===== src/rtl/led_pkg.sv =====
// led_pkg: shared LED types, register map and helpers for the Wishbone LED bank.
package led_pkg;
    typedef struct packed {
        logic red;
        logic green;
        logic blue;
    } rgb_led_t;

    localparam logic [2:0] ADR_CTRL       = 3'd0;
    localparam logic [2:0] ADR_GREEN_ON   = 3'd1;
    localparam logic [2:0] ADR_RGB_ON     = 3'd2;
    localparam logic [2:0] ADR_DUTY       = 3'd3;
    localparam logic [2:0] ADR_BLINK_HALF = 3'd4;
    localparam logic [2:0] ADR_BLINK_MASK = 3'd5;

    localparam int CTRL_ENABLE   = 0;
    localparam int CTRL_BLINK_EN = 1;

    function automatic logic [31:0] lane_mask(input logic [3:0] sel);
        return {{8{sel[3]}}, {8{sel[2]}}, {8{sel[1]}}, {8{sel[0]}}};
    endfunction
endpackage


===== src/rtl/wb_led_bank_if.sv =====
// wb_led_bank_if: classic single-cycle-ack Wishbone bus between host and LED bank.
interface wb_led_bank_if;
    logic        cyc_i;
    logic        stb_i;
    logic        we_i;
    logic [2:0]  adr_i;
    logic [3:0]  sel_i;
    logic [31:0] dat_i;
    logic [31:0] dat_o;
    logic        ack_o;
    logic        err_o;
    logic        stall_o;

    modport master(output cyc_i, stb_i, we_i, adr_i, sel_i, dat_i,
                   input dat_o, ack_o, err_o, stall_o);
    modport slave(input cyc_i, stb_i, we_i, adr_i, sel_i, dat_i,
                  output dat_o, ack_o, err_o, stall_o);
endinterface


===== src/rtl/led_pwm_timer.sv =====
// led_pwm_timer: free-running PWM comparator plus blink half-period phase generator.
module led_pwm_timer #(
    parameter int PWM_BITS   = 8,
    parameter int BLINK_BITS = 24
) (
    input  logic                  clk_i,
    input  logic                  rst_i,
    input  logic [PWM_BITS-1:0]   duty,
    input  logic [BLINK_BITS-1:0] blink_half,
    input  logic                  blink_restart,
    output logic                  pwm_on,
    output logic                  phase
);
    logic [PWM_BITS-1:0]   cnt;
    logic [BLINK_BITS-1:0] bcnt;

    // all-ones duty is fully on rather than one count short
    assign pwm_on = (&duty) | (cnt < duty);

    always_ff @(posedge clk_i or posedge rst_i)
        if (rst_i) begin
            cnt   <= '0;
            bcnt  <= '0;
            phase <= 1'b1;
        end else begin
            cnt <= cnt + PWM_BITS'(1);
            if (blink_restart || blink_half == '0) begin
                bcnt  <= '0;
                phase <= 1'b1;
            end else if (bcnt == blink_half - BLINK_BITS'(1)) begin
                bcnt  <= '0;
                phase <= ~phase;
            end else
                bcnt <= bcnt + BLINK_BITS'(1);
        end
endmodule


===== src/rtl/wb_led_bank.sv =====
// wb_led_bank: Wishbone register bank driving green and RGB LEDs with
// global PWM brightness and per-LED blink masking.
module wb_led_bank
    import led_pkg::*;
#(
    parameter int NUM_GREEN  = 4,
    parameter int NUM_RGB    = 4,
    parameter int PWM_BITS   = 8,
    parameter int BLINK_BITS = 24
) (
    input  logic                   clk_i,
    input  logic                   rst_i,
    wb_led_bank_if.slave           bus,
    output logic [NUM_GREEN-1:0]   green_leds,
    output rgb_led_t [NUM_RGB-1:0] rgb_leds
);
    localparam int L = NUM_GREEN + 3 * NUM_RGB;

    logic [1:0]            ctrl;
    logic [NUM_GREEN-1:0]  green_on;
    logic [3*NUM_RGB-1:0]  rgb_on;
    logic [PWM_BITS-1:0]   duty;
    logic [BLINK_BITS-1:0] blink_half;
    logic [L-1:0]          blink_mask, leds, on, led_next;
    logic                  accept, mapped, wr, pwm_on, phase;
    logic [31:0]           wm, wd, rdata;

    assign accept       = bus.cyc_i & bus.stb_i & ~bus.ack_o & ~bus.err_o;
    assign mapped       = bus.adr_i <= ADR_BLINK_MASK;
    assign wr           = accept & mapped & bus.we_i;
    assign wm           = lane_mask(bus.sel_i);
    assign wd           = bus.dat_i & wm;
    assign bus.stall_o  = 1'b0;

    always_comb
        rdata = bus.adr_i == ADR_CTRL       ? 32'(ctrl) :
                bus.adr_i == ADR_GREEN_ON   ? 32'(green_on) :
                bus.adr_i == ADR_RGB_ON     ? 32'(rgb_on) :
                bus.adr_i == ADR_DUTY       ? 32'(duty) :
                bus.adr_i == ADR_BLINK_HALF ? 32'(blink_half) :
                bus.adr_i == ADR_BLINK_MASK ? 32'(blink_mask) : 32'h0;

    led_pwm_timer #(.PWM_BITS(PWM_BITS), .BLINK_BITS(BLINK_BITS)) u_timer (
        .clk_i        (clk_i),
        .rst_i        (rst_i),
        .duty         (duty),
        .blink_half   (blink_half),
        .blink_restart(wr && bus.adr_i == ADR_BLINK_HALF),
        .pwm_on       (pwm_on),
        .phase        (phase)
    );

    // green LEDs occupy the low bits, RGB LEDs follow in RGB_ON order
    assign on       = {rgb_on, green_on};
    assign led_next = {L{ctrl[CTRL_ENABLE] & pwm_on}} & on &
                      (~{L{ctrl[CTRL_BLINK_EN]}} | ~blink_mask | {L{phase}});

    always_ff @(posedge clk_i or posedge rst_i)
        if (rst_i) begin
            bus.ack_o  <= 1'b0;
            bus.err_o  <= 1'b0;
            bus.dat_o  <= '0;
            ctrl       <= '0;
            green_on   <= '0;
            rgb_on     <= '0;
            duty       <= '0;
            blink_half <= '0;
            blink_mask <= '0;
            leds       <= '0;
        end else begin
            bus.ack_o <= accept & mapped;
            bus.err_o <= accept & ~mapped;
            bus.dat_o <= (accept & mapped & ~bus.we_i) ? rdata : '0;
            leds      <= led_next;
            if (wr && bus.adr_i == ADR_CTRL)
                ctrl <= (ctrl & ~wm[1:0]) | wd[1:0];
            if (wr && bus.adr_i == ADR_GREEN_ON)
                green_on <= (green_on & ~wm[NUM_GREEN-1:0]) | wd[NUM_GREEN-1:0];
            if (wr && bus.adr_i == ADR_RGB_ON)
                rgb_on <= (rgb_on & ~wm[3*NUM_RGB-1:0]) | wd[3*NUM_RGB-1:0];
            if (wr && bus.adr_i == ADR_DUTY)
                duty <= (duty & ~wm[PWM_BITS-1:0]) | wd[PWM_BITS-1:0];
            if (wr && bus.adr_i == ADR_BLINK_HALF)
                blink_half <= (blink_half & ~wm[BLINK_BITS-1:0]) | wd[BLINK_BITS-1:0];
            if (wr && bus.adr_i == ADR_BLINK_MASK)
                blink_mask <= (blink_mask & ~wm[L-1:0]) | wd[L-1:0];
        end

    assign green_leds = leds[NUM_GREEN-1:0];
    assign rgb_leds   = leds[L-1:NUM_GREEN];
endmodule

===== src/flat_wrapper.sv =====
// flat-port wrapper written by rule: the top's interface ports become plain ports
module wb_led_bank_flat import led_pkg::*;
#(
    parameter int NUM_GREEN  = 4,
    parameter int NUM_RGB    = 4,
    parameter int PWM_BITS   = 8,
    parameter int BLINK_BITS = 24
)
  (clk_i, rst_i, green_leds, rgb_leds, bus_cyc_i, bus_stb_i, bus_we_i, bus_adr_i, bus_sel_i, bus_dat_i, bus_dat_o, bus_ack_o, bus_err_o, bus_stall_o);
  wb_led_bank_if bus_i ();
  input  logic clk_i;
  input  logic rst_i;
  output logic [NUM_GREEN-1:0] green_leds;
  output rgb_led_t [NUM_RGB-1:0] rgb_leds;
  input wire logic [$bits(bus_i.cyc_i)-1:0] bus_cyc_i;
  input wire logic [$bits(bus_i.stb_i)-1:0] bus_stb_i;
  input wire logic [$bits(bus_i.we_i)-1:0] bus_we_i;
  input wire logic [$bits(bus_i.adr_i)-1:0] bus_adr_i;
  input wire logic [$bits(bus_i.sel_i)-1:0] bus_sel_i;
  input wire logic [$bits(bus_i.dat_i)-1:0] bus_dat_i;
  output wire logic [$bits(bus_i.dat_o)-1:0] bus_dat_o;
  output wire logic [$bits(bus_i.ack_o)-1:0] bus_ack_o;
  output wire logic [$bits(bus_i.err_o)-1:0] bus_err_o;
  output wire logic [$bits(bus_i.stall_o)-1:0] bus_stall_o;
  assign bus_i.cyc_i = bus_cyc_i;
  assign bus_i.stb_i = bus_stb_i;
  assign bus_i.we_i = bus_we_i;
  assign bus_i.adr_i = bus_adr_i;
  assign bus_i.sel_i = bus_sel_i;
  assign bus_i.dat_i = bus_dat_i;
  assign bus_dat_o = bus_i.dat_o;
  assign bus_ack_o = bus_i.ack_o;
  assign bus_err_o = bus_i.err_o;
  assign bus_stall_o = bus_i.stall_o;
  wb_led_bank #(.NUM_GREEN(NUM_GREEN), .NUM_RGB(NUM_RGB), .PWM_BITS(PWM_BITS), .BLINK_BITS(BLINK_BITS)) u_core (.clk_i(clk_i), .rst_i(rst_i), .bus(bus_i), .green_leds(green_leds), .rgb_leds(rgb_leds));
endmodule

===== config.mk =====
export PLATFORM = sky130hd
export DESIGN_NAME = wb_led_bank_flat
export DESIGN_NICKNAME = d
export VERILOG_FILES = /design/src/rtl/led_pkg.sv /design/src/rtl/wb_led_bank_if.sv /design/src/rtl/led_pwm_timer.sv /design/src/rtl/wb_led_bank.sv /design/src/flat_wrapper.sv
export SDC_FILE = /design/constraint.sdc
export NUM_CORES = 1
export LEC_CHECK = 0
export ABC_CLOCK_PERIOD_IN_PS = 15200
export CORE_UTILIZATION = 45
export DETAILED_ROUTE_END_ITERATION = 10
export PLACE_DENSITY = 0.78
export SETUP_SLACK_MARGIN = 0.1
export SLEW_MARGIN = 20
export SYNTH_ARGS = -nofsm -noshare
export SYNTH_HDL_FRONTEND = slang
export SYNTH_SLANG_ARGS = --single-unit

===== constraint.sdc =====
create_clock -name clk_i -period 15.2 [get_ports clk_i]
set_clock_uncertainty 0.1 [all_clocks]
set_input_delay 3.04 -clock clk_i [delete_from_list [all_inputs] [get_ports clk_i]]
set_output_delay 3.04 -clock clk_i [all_outputs]
set_load 0.01 [all_outputs]

==> impl_metrics.env, run 1 <==
export IMPL_power_per_cell_area_nw_per_um2=128
export IMPL_drt_iter0_markers=405
export IMPL_first_global_vias=5486
export IMPL_yosysMostFrequentCell="dfrtp_1"
export IMPL_power_switching_uw=340
export IMPL_timing_critical_path_from_type="primary input"
export IMPL_timing_critical_path_required_ps=15470
export IMPL_drt_total_wl_mm=17.1
export IMPL_asyncSetResetFlopFracSynth=1.00
export IMPL_antenna_diode_count=0
export IMPL_grt_max_degree=81
export IMPL_worst_path_largest_cell_delay_ps=700
export IMPL_multi_input_area_um2=3490
export IMPL_antenna_found_initial=0
export IMPL_cts_post_setup_buffers_inserted=0
export IMPL_tritoncts="built"
export IMPL_wl_met1_mm=7.10
export IMPL_synth_top_area_cell="dfrtp_1"
export IMPL_placementRows=45
export IMPL_critPathMaxFanout=16
export IMPL_grt_pass1_wl_mm=27.6
export IMPL_crit_family="simple AND/OR/NAND/NOR gates"
export IMPL_layout_nets=786
export IMPL_nFillCells=1245
export IMPL_most_prevalent_standard_cell_on_the_critical_path="nand2_1"
export IMPL_switching_power_share_of_the_total=0.303
export IMPL_post_synth_instance_area_um2=7240
export IMPL_avgSynthCellArea_um2=11.0
export IMPL_outcome="finished, final reports clean"
export IMPL_timing_critical_path_slowest_stage_cell="clkdlybuf4s50_1"
export IMPL_clock_power_share=0.368
export IMPL_initial_core_utilization=0.469
export IMPL_synth_edff_count=0
export IMPL_buffer_ports_inserted=76
export IMPL_setup_tns_ps=0
export IMPL_combinationalPowerShare=0.201
export IMPL_dp_hpwl_mm=12.3
export IMPL_final_util=0.565
export IMPL_seq_power_share=0.431
export IMPL_worst_r2r_path_depth=8
export IMPL_clockBufferDepth=2
export IMPL_routed_wl_met3_um=792
export IMPL_worst_skew_pair_late_latency_ps=430
export IMPL_hold_path_class="reg -> reg"
export IMPL_floorplan_die_height_um=129
export IMPL_synthTopCellsByCount="dfrtp_1, mux2_2, nand2_1"
export IMPL_route_top_layer_used="met4"
export IMPL_drive_gt1_frac=0.173
export IMPL_rsz0062_at_grt="false"
export IMPL_ant_nets=0
export IMPL_grt_ovfl_total=0
export IMPL_hold_depth=1
export IMPL_number_of_hold_violations_in_the_final_report=0
export IMPL_cellLeakagePower_nw=3.77
export IMPL_setup_viol_count_final=0
export IMPL_critPathBufInv=1
export IMPL_worstPathCellList="clkdlybuf4s50_1 > nand2_1 > nor4b_2 > nor2b_1 > nand2_1 > nor2_1 > and2_1"
export IMPL_detail_route_first_pass_iterations=5
export IMPL_yosys_top_cells_area="dfrtp_1, mux2_2, xnor2_1"
export IMPL_postCtsResizedCells=0
export IMPL_period_minus_slack_ps=5560
export IMPL_seqCellArea_um2=3530
export IMPL_worst_slew_pin_transition_ps=999
export IMPL_detail_route_wl_per_cell_um=17.9
export IMPL_die_area_um2=16600
export IMPL_critical_path_class="in -> reg"
export IMPL_vias=5397
export IMPL_route_detailed_drc=0
export IMPL_cellInternalPower_uw=780
export IMPL_number_of_max_slew_violations_in_the_final_report=0
export IMPL_r2r_end="u_core.u_timer.bcnt[18]"
export IMPL_cts_hold_buffers=0
export IMPL_top_level_ports=95
export IMPL_seq_area_frac_synth=0.488
export IMPL_cts_htree_levels=4
export IMPL_yosys_register_bits=141
export IMPL_detailroute_wirelength_met2_mm=8.71
export IMPL_vdd_ir_drop_max_mv=0.0891
export IMPL_worst_slew_margin_rel=0.334
export IMPL_cts_buffers=17
export IMPL_area_growth_synth_to_final_pct=20.5
export IMPL_vias_per_cell=5.65
export IMPL_routabilityCongestion=0.876
export IMPL_yosys_area_top_type_share=0.484
export IMPL_worst_setup_hold_path_clk_slew_ps=60
export IMPL_cap_violations=0
export IMPL_fp_coreArea_um2=15400
export IMPL_clock_sinks=141
export IMPL_timing_critical_path_to_type="register"
export IMPL_synth_lib_cells_used_distinct=66
export IMPL_grt_total_usage=0.219
export IMPL_number_of_synthesis_warnings=0
export IMPL_horiz_die_dim_um=129
export IMPL_period_share=0.366
export IMPL_cts_root_buf="clkbuf_16"
export IMPL_synth_main_ff_cell="dfrtp_1"
export IMPL_hold_end="u_core.bus.err_o"
export IMPL_holdCritStartpoint="u_core.bus.err_o"
export IMPL_maxClockFrequency_mhz=180
export IMPL_ff2ff_setup_slack_ps=12140
export IMPL_worst_endpoint_arrival_ps=5830
export IMPL_synth_cells=659
[power groups by stage]
stage	sequential [mW]	clock (mW)	combinational [mW]
2_1_floorplan	0.461	0	0.186
6_report	0.483	0.412	0.225
4_1_cts	0.481	0.418	0.223
3_5_place_dp	0.487	0	0.220
5_1_grt	0.488	0.435	0.246
3_3_place_gp	0.483	0	0.211
[placed cells by master (no fill, tap or decap), types with 7 or more instances in the layout]
cell	instances
inv_1	14
clkbuf_16	17
and3_1	8
nand2_1	49
dfrtp_1	140
xnor2_1	32
nand4_1	11
mux2i_1	19
a21oi_1	27
ha_1	10
o21ai_0	7
nand2b_1	9
xor2_1	29
mux2_2	65
nor4_1	8
nor2_1	40
clkdlybuf4s50_1	76
nor3_2	14
conb_1	9
nand3_1	34
nor3_1	21
and2_1	13
[per-layer routing]
metal / vias up / track usage
met5: - / 0
met1: 2711 / 0.256
li1: 2472 / -
met4: 0 / 0.0955
met2: 170 / 0.383
met3: 44 / 0.0528
[per-stage QoR]
step / area (um2) / setup WS, ps / cells / total power, mW / hold WS, ps
2_1_floorplan: 7270 / 8280 / 667 / 0.647 / 347
3_3_place_gp: 8130 / 9260 / 924 / 0.694 / 371
3_5_place_dp: 8130 / 9190 / 924 / 0.707 / 380
4_1_cts: 8720 / 9650 / 956 / 1.12 / 396
5_1_grt: 8720 / 9370 / 956 / 1.17 / 415
6_report: 8720 / 9640 / 956 / 1.12 / 389
[cell families (layout without fill, tap and decap cells)]
kind of cell    Yosys count  in the layout  share of synthesized area
simple gates            237            237                      0.183
flops                   141            141                      0.488
mux                      87             87                      0.135
compound gates           73             73                     0.0662
xor+xnor                 61             61                     0.0738
buf+inv                  49            127                     0.0365
fa+ha+maj                10             10                     0.0173
other cells               1              9                   0.000518
[worst register-to-register path: stages, from the launching register on]
cell,delay (ps)
dfrtp_1,490
nor4_4,390
nand4_1,390
nor4_1,370
xnor2_1,200
nand4_1,190
nor4_4,320
buf_4,360
nor3_1,130
[worst max path at each step]
| stage | start | cells past startpoint | slack (ps) | end |
|---|---|---|---|---|
| 6_report | bus_adr_i[2] | 7 | 9640 | u_core.bus.dat_o[18] |
| 5_1_grt | bus_adr_i[2] | 7 | 9370 | u_core.bus.dat_o[18] |
| 4_1_cts | bus_adr_i[2] | 6 | 9650 | register |
| 3_5_place_dp | bus_adr_i[2] | 7 | 9190 | u_core.bus.dat_o[18] |
| 3_3_place_gp | bus_adr_i[2] | 6 | 9260 | register |
| 2_1_floorplan | rst_i | 1 | 8280 | async pin |
[cell type report]
type,count,share of cell area
multi-input cells,477,0.400
inverters,15,0.00703
well taps,211,0.0303
clock inverters,8,0.0122
flip-flops and latches,141,0.405
clock buffers,24,0.0552
repair buffers,80,0.0906
No activity file was read; power rests on OpenSTA's default activity.
==> inputs of run 2 (changes only) <==
--- a/config.mk
+++ b/config.mk
@@ -5,10 +5,10 @@
 export SDC_FILE = /design/constraint.sdc
 export NUM_CORES = 1
 export LEC_CHECK = 0
-export ABC_CLOCK_PERIOD_IN_PS = 15200
+export ABC_CLOCK_PERIOD_IN_PS = 5000
 export CORE_UTILIZATION = 45
 export DETAILED_ROUTE_END_ITERATION = 10
-export PLACE_DENSITY = 0.78
+export PLACE_DENSITY = 0.81
 export SETUP_SLACK_MARGIN = 0.1
 export SLEW_MARGIN = 20
 export SYNTH_ARGS = -nofsm -noshare
==> constraint.sdc (replaced) <==
create_clock -name clk_i -period 5 [get_ports clk_i]
set_clock_uncertainty 0.1 [all_clocks]
set_input_delay 1 -clock clk_i [delete_from_list [all_inputs] [get_ports clk_i]]
set_output_delay 1 -clock clk_i [all_outputs]
set_load 0.01 [all_outputs]
==> run 2 against run 1 <==
Via count fell by 1.1%. Worst setup slack got worse by 8000 ps. Utilization rose by 0.36 points. Critical path type unchanged. Highest routed layer unchanged.
==> impl_metrics.env, run 2 (same netlist as run 1, synthesis figures left out) <==
export IMPL_critPathBufInv=2
export IMPL_worstPathCellList="clkdlybuf4s50_1 > buf_4 > nand2_1 > nor4b_2 > nand3_1 > nor2_1 > mux2_2"
export IMPL_area_growth_synth_to_final_pct=21.3
export IMPL_vias=5338
export IMPL_vdd_ir_drop_max_mv=0.240
export IMPL_cts_buffers=17
export IMPL_worst_path_largest_cell_delay_ps=800
export IMPL_setup_tns_ps=0
export IMPL_detailroute_wirelength_met2_mm=8.31
export IMPL_period_share=0.667
export IMPL_fp_coreArea_um2=15400
export IMPL_worst_slew_margin_rel=0.333
export IMPL_clockBufferDepth=2
export IMPL_route_detailed_drc=0
export IMPL_timing_critical_path_slowest_stage_cell="nor2_1"
export IMPL_buffer_ports_inserted=76
export IMPL_tritoncts="built"
export IMPL_setup_viol_count_final=0
export IMPL_worst_skew_pair_late_latency_ps=430
export IMPL_grt_ovfl_total=0
export IMPL_detail_route_first_pass_iterations=5
export IMPL_timing_critical_path_from_type="primary input"
export IMPL_initial_core_utilization=0.469
export IMPL_drive_gt1_frac=0.175
export IMPL_grt_max_degree=104
export IMPL_clock_sinks=141
export IMPL_final_util=0.569
export IMPL_drt_total_wl_mm=16.4
export IMPL_cts_post_setup_buffers_inserted=0
export IMPL_cellLeakagePower_nw=3.82
export IMPL_antenna_found_initial=0
export IMPL_routed_wl_met3_um=782
export IMPL_hold_depth=1
export IMPL_timing_hold_ws_ps=392
export IMPL_cts_root_buf="clkbuf_16"
export IMPL_r2r_end="u_core.u_timer.bcnt[14]"
export IMPL_hold_end="u_core.u_timer.cnt[0]"
export IMPL_period_minus_slack_ps=3330
export IMPL_holdCritStartpoint="u_core.u_timer.cnt[0]"
export IMPL_die_area_um2=16600
export IMPL_first_global_vias=5391
export IMPL_worst_setup_hold_path_clk_slew_ps=60
export IMPL_layout_commonest_cell="dfrtp_1"
export IMPL_routabilityCongestion=0.865
export IMPL_maxClockFrequency_mhz=300
export IMPL_number_of_max_slew_violations_in_the_final_report=0
export IMPL_top_level_ports=95
export IMPL_timing_critical_path_required_ps=5200
export IMPL_ant_nets=0
export IMPL_worst_r2r_path_depth=8
export IMPL_grt_total_usage=0.217
export IMPL_power_per_cell_area_nw_per_um2=394
export IMPL_cts_htree_levels=4
export IMPL_wl_met1_mm=6.80
export IMPL_vias_per_cell=5.57
export IMPL_rsz0062_at_grt="false"
export IMPL_number_of_hold_violations_in_the_final_report=0
export IMPL_placement_cell_area_um2=8160
export IMPL_layout_nets=789
export IMPL_horiz_die_dim_um=129
export IMPL_cap_violations=0
export IMPL_nFillCells=1281
export IMPL_dp_hpwl_mm=11.6
export IMPL_crit_family="simple AND/OR/NAND/NOR gates"
export IMPL_cts_hold_buffers=0
export IMPL_critPathMaxFanout=16
export IMPL_floorplan_die_height_um=129
export IMPL_timing_critical_path_to_type="register"
export IMPL_placementRows=45
export IMPL_critical_path_class="in -> reg"
export IMPL_worst_endpoint_arrival_ps=3540
export IMPL_ff2ff_setup_slack_ps=1760
export IMPL_grt_pass1_wl_mm=27.4
export IMPL_worst_slew_pin_transition_ps=997
export IMPL_drt_iter0_markers=469
export IMPL_postLayoutCellArea_um2=8780
export IMPL_postCtsResizedCells=0
export IMPL_detail_route_wl_per_cell_um=17.1
export IMPL_route_top_layer_used="met4"
export IMPL_hold_path_class="reg -> reg"
export IMPL_final_cell_mix="dfrtp_1, clkdlybuf4s50_1, mux2_2"
export IMPL_antenna_diode_count=0
export IMPL_outcome="finished, final reports clean"
run 2: metal layers:
metal | global-route usage | vias up
li1 | - | 2474
met2 | 0.368 | 155
met1 | 0.262 | 2670
met4 | 0.0976 | 0
met3 | 0.0532 | 39
met5 | 0 | -
run 2: area by class of cell:
type,count,area (um2),share of cell area
Clock inverter,9,159,0.0181
Timing Repair Buffer,83,808,0.0921
Clock buffer,23,458,0.0522
Sequential cell,141,3530,0.402
Tap cell,211,264,0.0301
Inverter,15,61.3,0.00698
Multi-Input combinational cell,477,3500,0.399
run 2: through the flow:
stage	power, mW	instances	setup WS (ps)
final	3.46	959	1670
after global routing	3.62	959	1510
after CTS	3.47	959	1770
after detailed placement	2.14	927	1300
after global placement	2.11	927	1360
after floorplan	1.97	667	120
run 2: report_power, final:
group,switching (mW),internal (mW),total (mW)
clock network,0.472,0.850,1.32
registers,0.184,1.28,1.46
logic,0.357,0.323,0.680
run 2: worst max path at each step:
stage / start / to / depth (start not counted)
CTS: bus_adr_i[2] / register / 7
global route: register / u_core.u_timer.bcnt[16] / 8
detailed placement: bus_adr_i[2] / register / 7
floorplan: rst_i / async pin / 1
finish: bus_adr_i[2] / register / 7
global placement: bus_adr_i[2] / register / 7
==> inputs of run 3 (changes only) <==
--- a/config.mk
+++ b/config.mk
@@ -5,10 +5,10 @@
 export SDC_FILE = /design/constraint.sdc
 export NUM_CORES = 1
 export LEC_CHECK = 0
-export ABC_CLOCK_PERIOD_IN_PS = 5000
+export ABC_CLOCK_PERIOD_IN_PS = 3300
 export CORE_UTILIZATION = 45
 export DETAILED_ROUTE_END_ITERATION = 10
-export PLACE_DENSITY = 0.81
+export PLACE_DENSITY = 0.78
 export SETUP_SLACK_MARGIN = 0.1
 export SLEW_MARGIN = 20
 export SYNTH_ARGS = -nofsm -noshare
==> constraint.sdc (replaced) <==
create_clock -name clk_i -period 3.3 [get_ports clk_i]
set_clock_uncertainty 0.1 [all_clocks]
set_input_delay 0.66 -clock clk_i [delete_from_list [all_inputs] [get_ports clk_i]]
set_output_delay 0.66 -clock clk_i [all_outputs]
set_load 0.01 [all_outputs]
==> run 3 against run 2 <==
Cell count grew 1.5%. Final area is 1.7% higher. Largest power group unchanged. Die area did not move. Sequential power up 52%. Combinational power rose by 56%. Total power increased by 56%. Routed wire length up 6.9%. Worst setup slack worse by 1400 ps.
==> impl_metrics.env, run 3 (same netlist as run 1, synthesis figures left out) <==
export IMPL_hold_path_class="reg -> reg"
export IMPL_area_growth_synth_to_final_pct=23.3
export IMPL_clock_sinks=141
export IMPL_die_area_um2=16600
export IMPL_worst_endpoint_arrival_ps=3240
export IMPL_tritoncts="built"
export IMPL_worst_path_largest_cell_delay_ps=470
export IMPL_worst_slew_pin_transition_ps=768
export IMPL_floorplan_die_height_um=129
export IMPL_antenna_found_initial=0
export IMPL_route_detailed_drc=0
export IMPL_vdd_ir_drop_max_mv=0.407
export IMPL_final_cell_mix="dfrtp_1, clkdlybuf4s50_1, mux2_2"
export IMPL_dp_hpwl_mm=12.7
export IMPL_vias=5430
export IMPL_drt_iter0_markers=433
export IMPL_worst_r2r_path_depth=8
export IMPL_placementRows=45
export IMPL_vias_per_cell=5.58
export IMPL_crit_family="simple AND/OR/NAND/NOR gates"
export IMPL_hold_depth=1
export IMPL_cts_htree_levels=4
export IMPL_timing_critical_path_from_type="register"
export IMPL_cellInternalPower_mw=3.80
export IMPL_worst_skew_pair_late_latency_ps=430
export IMPL_multi_input_area_um2=3490
export IMPL_timing_critical_path_required_ps=3490
export IMPL_ant_nets=0
export IMPL_cts_root_buf="clkbuf_16"
export IMPL_cts_post_setup_buffers_inserted=0
export IMPL_timing_critical_path_to_type="register"
export IMPL_pre_cts_slack_ps=243
export IMPL_grt_ovfl_total=0
export IMPL_drt_total_wl_mm=17.6
export IMPL_critical_path_class="reg -> reg"
export IMPL_buffer_ports_inserted=76
export IMPL_detail_route_wl_per_cell_um=18.0
export IMPL_period_share=0.927
export IMPL_critPathMaxFanout=24
export IMPL_switching_power_share_of_the_total=0.297
export IMPL_combinationalPowerShare=0.197
export IMPL_power_switching_mw=1.60
export IMPL_setup_viol_count_final=0
export IMPL_grt_total_usage=0.225
export IMPL_routabilityCongestion=0.854
export IMPL_seqCellArea_um2=3530
export IMPL_worst_setup_hold_path_clk_slew_ps=60
export IMPL_maxClockFrequency_mhz=327
export IMPL_fp_coreArea_um2=15400
export IMPL_worst_slew_margin_rel=0.488
export IMPL_grt_max_degree=142
export IMPL_detail_route_first_pass_iterations=5
export IMPL_timing_critical_path_slowest_stage_cell="dfrtp_1"
export IMPL_layout_nets=803
export IMPL_number_of_max_slew_violations_in_the_final_report=0
export IMPL_grt_pass1_wl_mm=28.4
export IMPL_cap_violations=0
export IMPL_setup_tns_ps=0
export IMPL_antenna_diode_count=0
export IMPL_horiz_die_dim_um=129
export IMPL_seq_power_share=0.412
export IMPL_critPathBufInv=1
export IMPL_cts_hold_buffers=0
export IMPL_postCtsResizedCells=0
export IMPL_setup_ws_post_layout_ps=242
export IMPL_layout_commonest_cell="dfrtp_1"
export IMPL_path_depth=8
export IMPL_number_of_hold_violations_in_the_final_report=0
export IMPL_nFillCells=1268
export IMPL_first_global_vias=5569
export IMPL_clockBufferDepth=2
export IMPL_initial_core_utilization=0.469
export IMPL_period_minus_slack_ps=3060
export IMPL_top_level_ports=95
export IMPL_outcome="finished, final reports clean"
export IMPL_power_per_cell_area_nw_per_um2=605
export IMPL_rsz0062_at_grt="false"
export IMPL_cellLeakagePower_nw=3.88
export IMPL_drive_gt1_frac=0.194
export IMPL_worstPathCellList="nor4_4 > nand4_1 > nor4_1 > xnor2_1 > nand4_1 > nor4_4 > buf_4 > nor3_1"
export IMPL_cts_buffers=17
export IMPL_clock_power_share=0.391
-- run 3: layout make-up --
type                            count  share of cell area
Tap cell                          211              0.0296
Inverter                           15             0.00673
Clock inverter                     13              0.0236
Clock buffer                       19              0.0496
Sequential cell                   141               0.395
Timing Repair Buffer               97               0.104
Multi-Input combinational cell    477               0.391
-- run 3: worst paths after layout --
check	startpoint	to	slack, ps
max	register	u_core.u_timer.bcnt[19]	240
min	u_core.bus.err_o	u_core.bus.err_o	390
max reg2reg	register	u_core.u_timer.bcnt[19]	240
min reg2reg	u_core.bus.err_o	u_core.bus.err_o	390
max in group asynchronous	rst_i	u_core.u_timer.bcnt[17]	1840
min in group asynchronous	rst_i	async pin	670
-- run 3: metrics by stage --
step / hold slack (ps) / util / power, mW / area, um2 / std cells
after detailed placement: 384 / 0.534 / 3.28 / 8250 / 938
final: 395 / 0.579 / 5.40 / 8920 / 973
after floorplan: 347 / - / 2.98 / 7270 / 667
after global routing: 419 / 0.579 / 5.64 / 8920 / 973
after CTS: 396 / 0.577 / 5.40 / 8900 / 970
after global placement: 372 / 0.534 / 3.22 / 8250 / 938
-- run 3: power groups by stage --
stage	Clock [mW]	Combinational, mW	Sequential (mW)
6_report	2.11	1.06	2.22
4_1_cts	2.13	1.05	2.22
3_3_place_gp	0	0.998	2.22
2_1_floorplan	0	0.857	2.12
3_5_place_dp	0	1.04	2.24
5_1_grt	2.22	1.17	2.25
-- run 3: routing by layer --
layer | up-vias | part of all wire | track usage | wire [um]
li1 | 2508 | - | - | -
met1 | 2723 | 0.41 | 0.258 | 7250
met2 | 151 | 0.51 | 0.402 | 9040
met3 | 48 | 0.036 | 0.0466 | 639
met4 | 0 | 0.036 | 0.108 | 627
met5 | - | 0 | 0 | 0
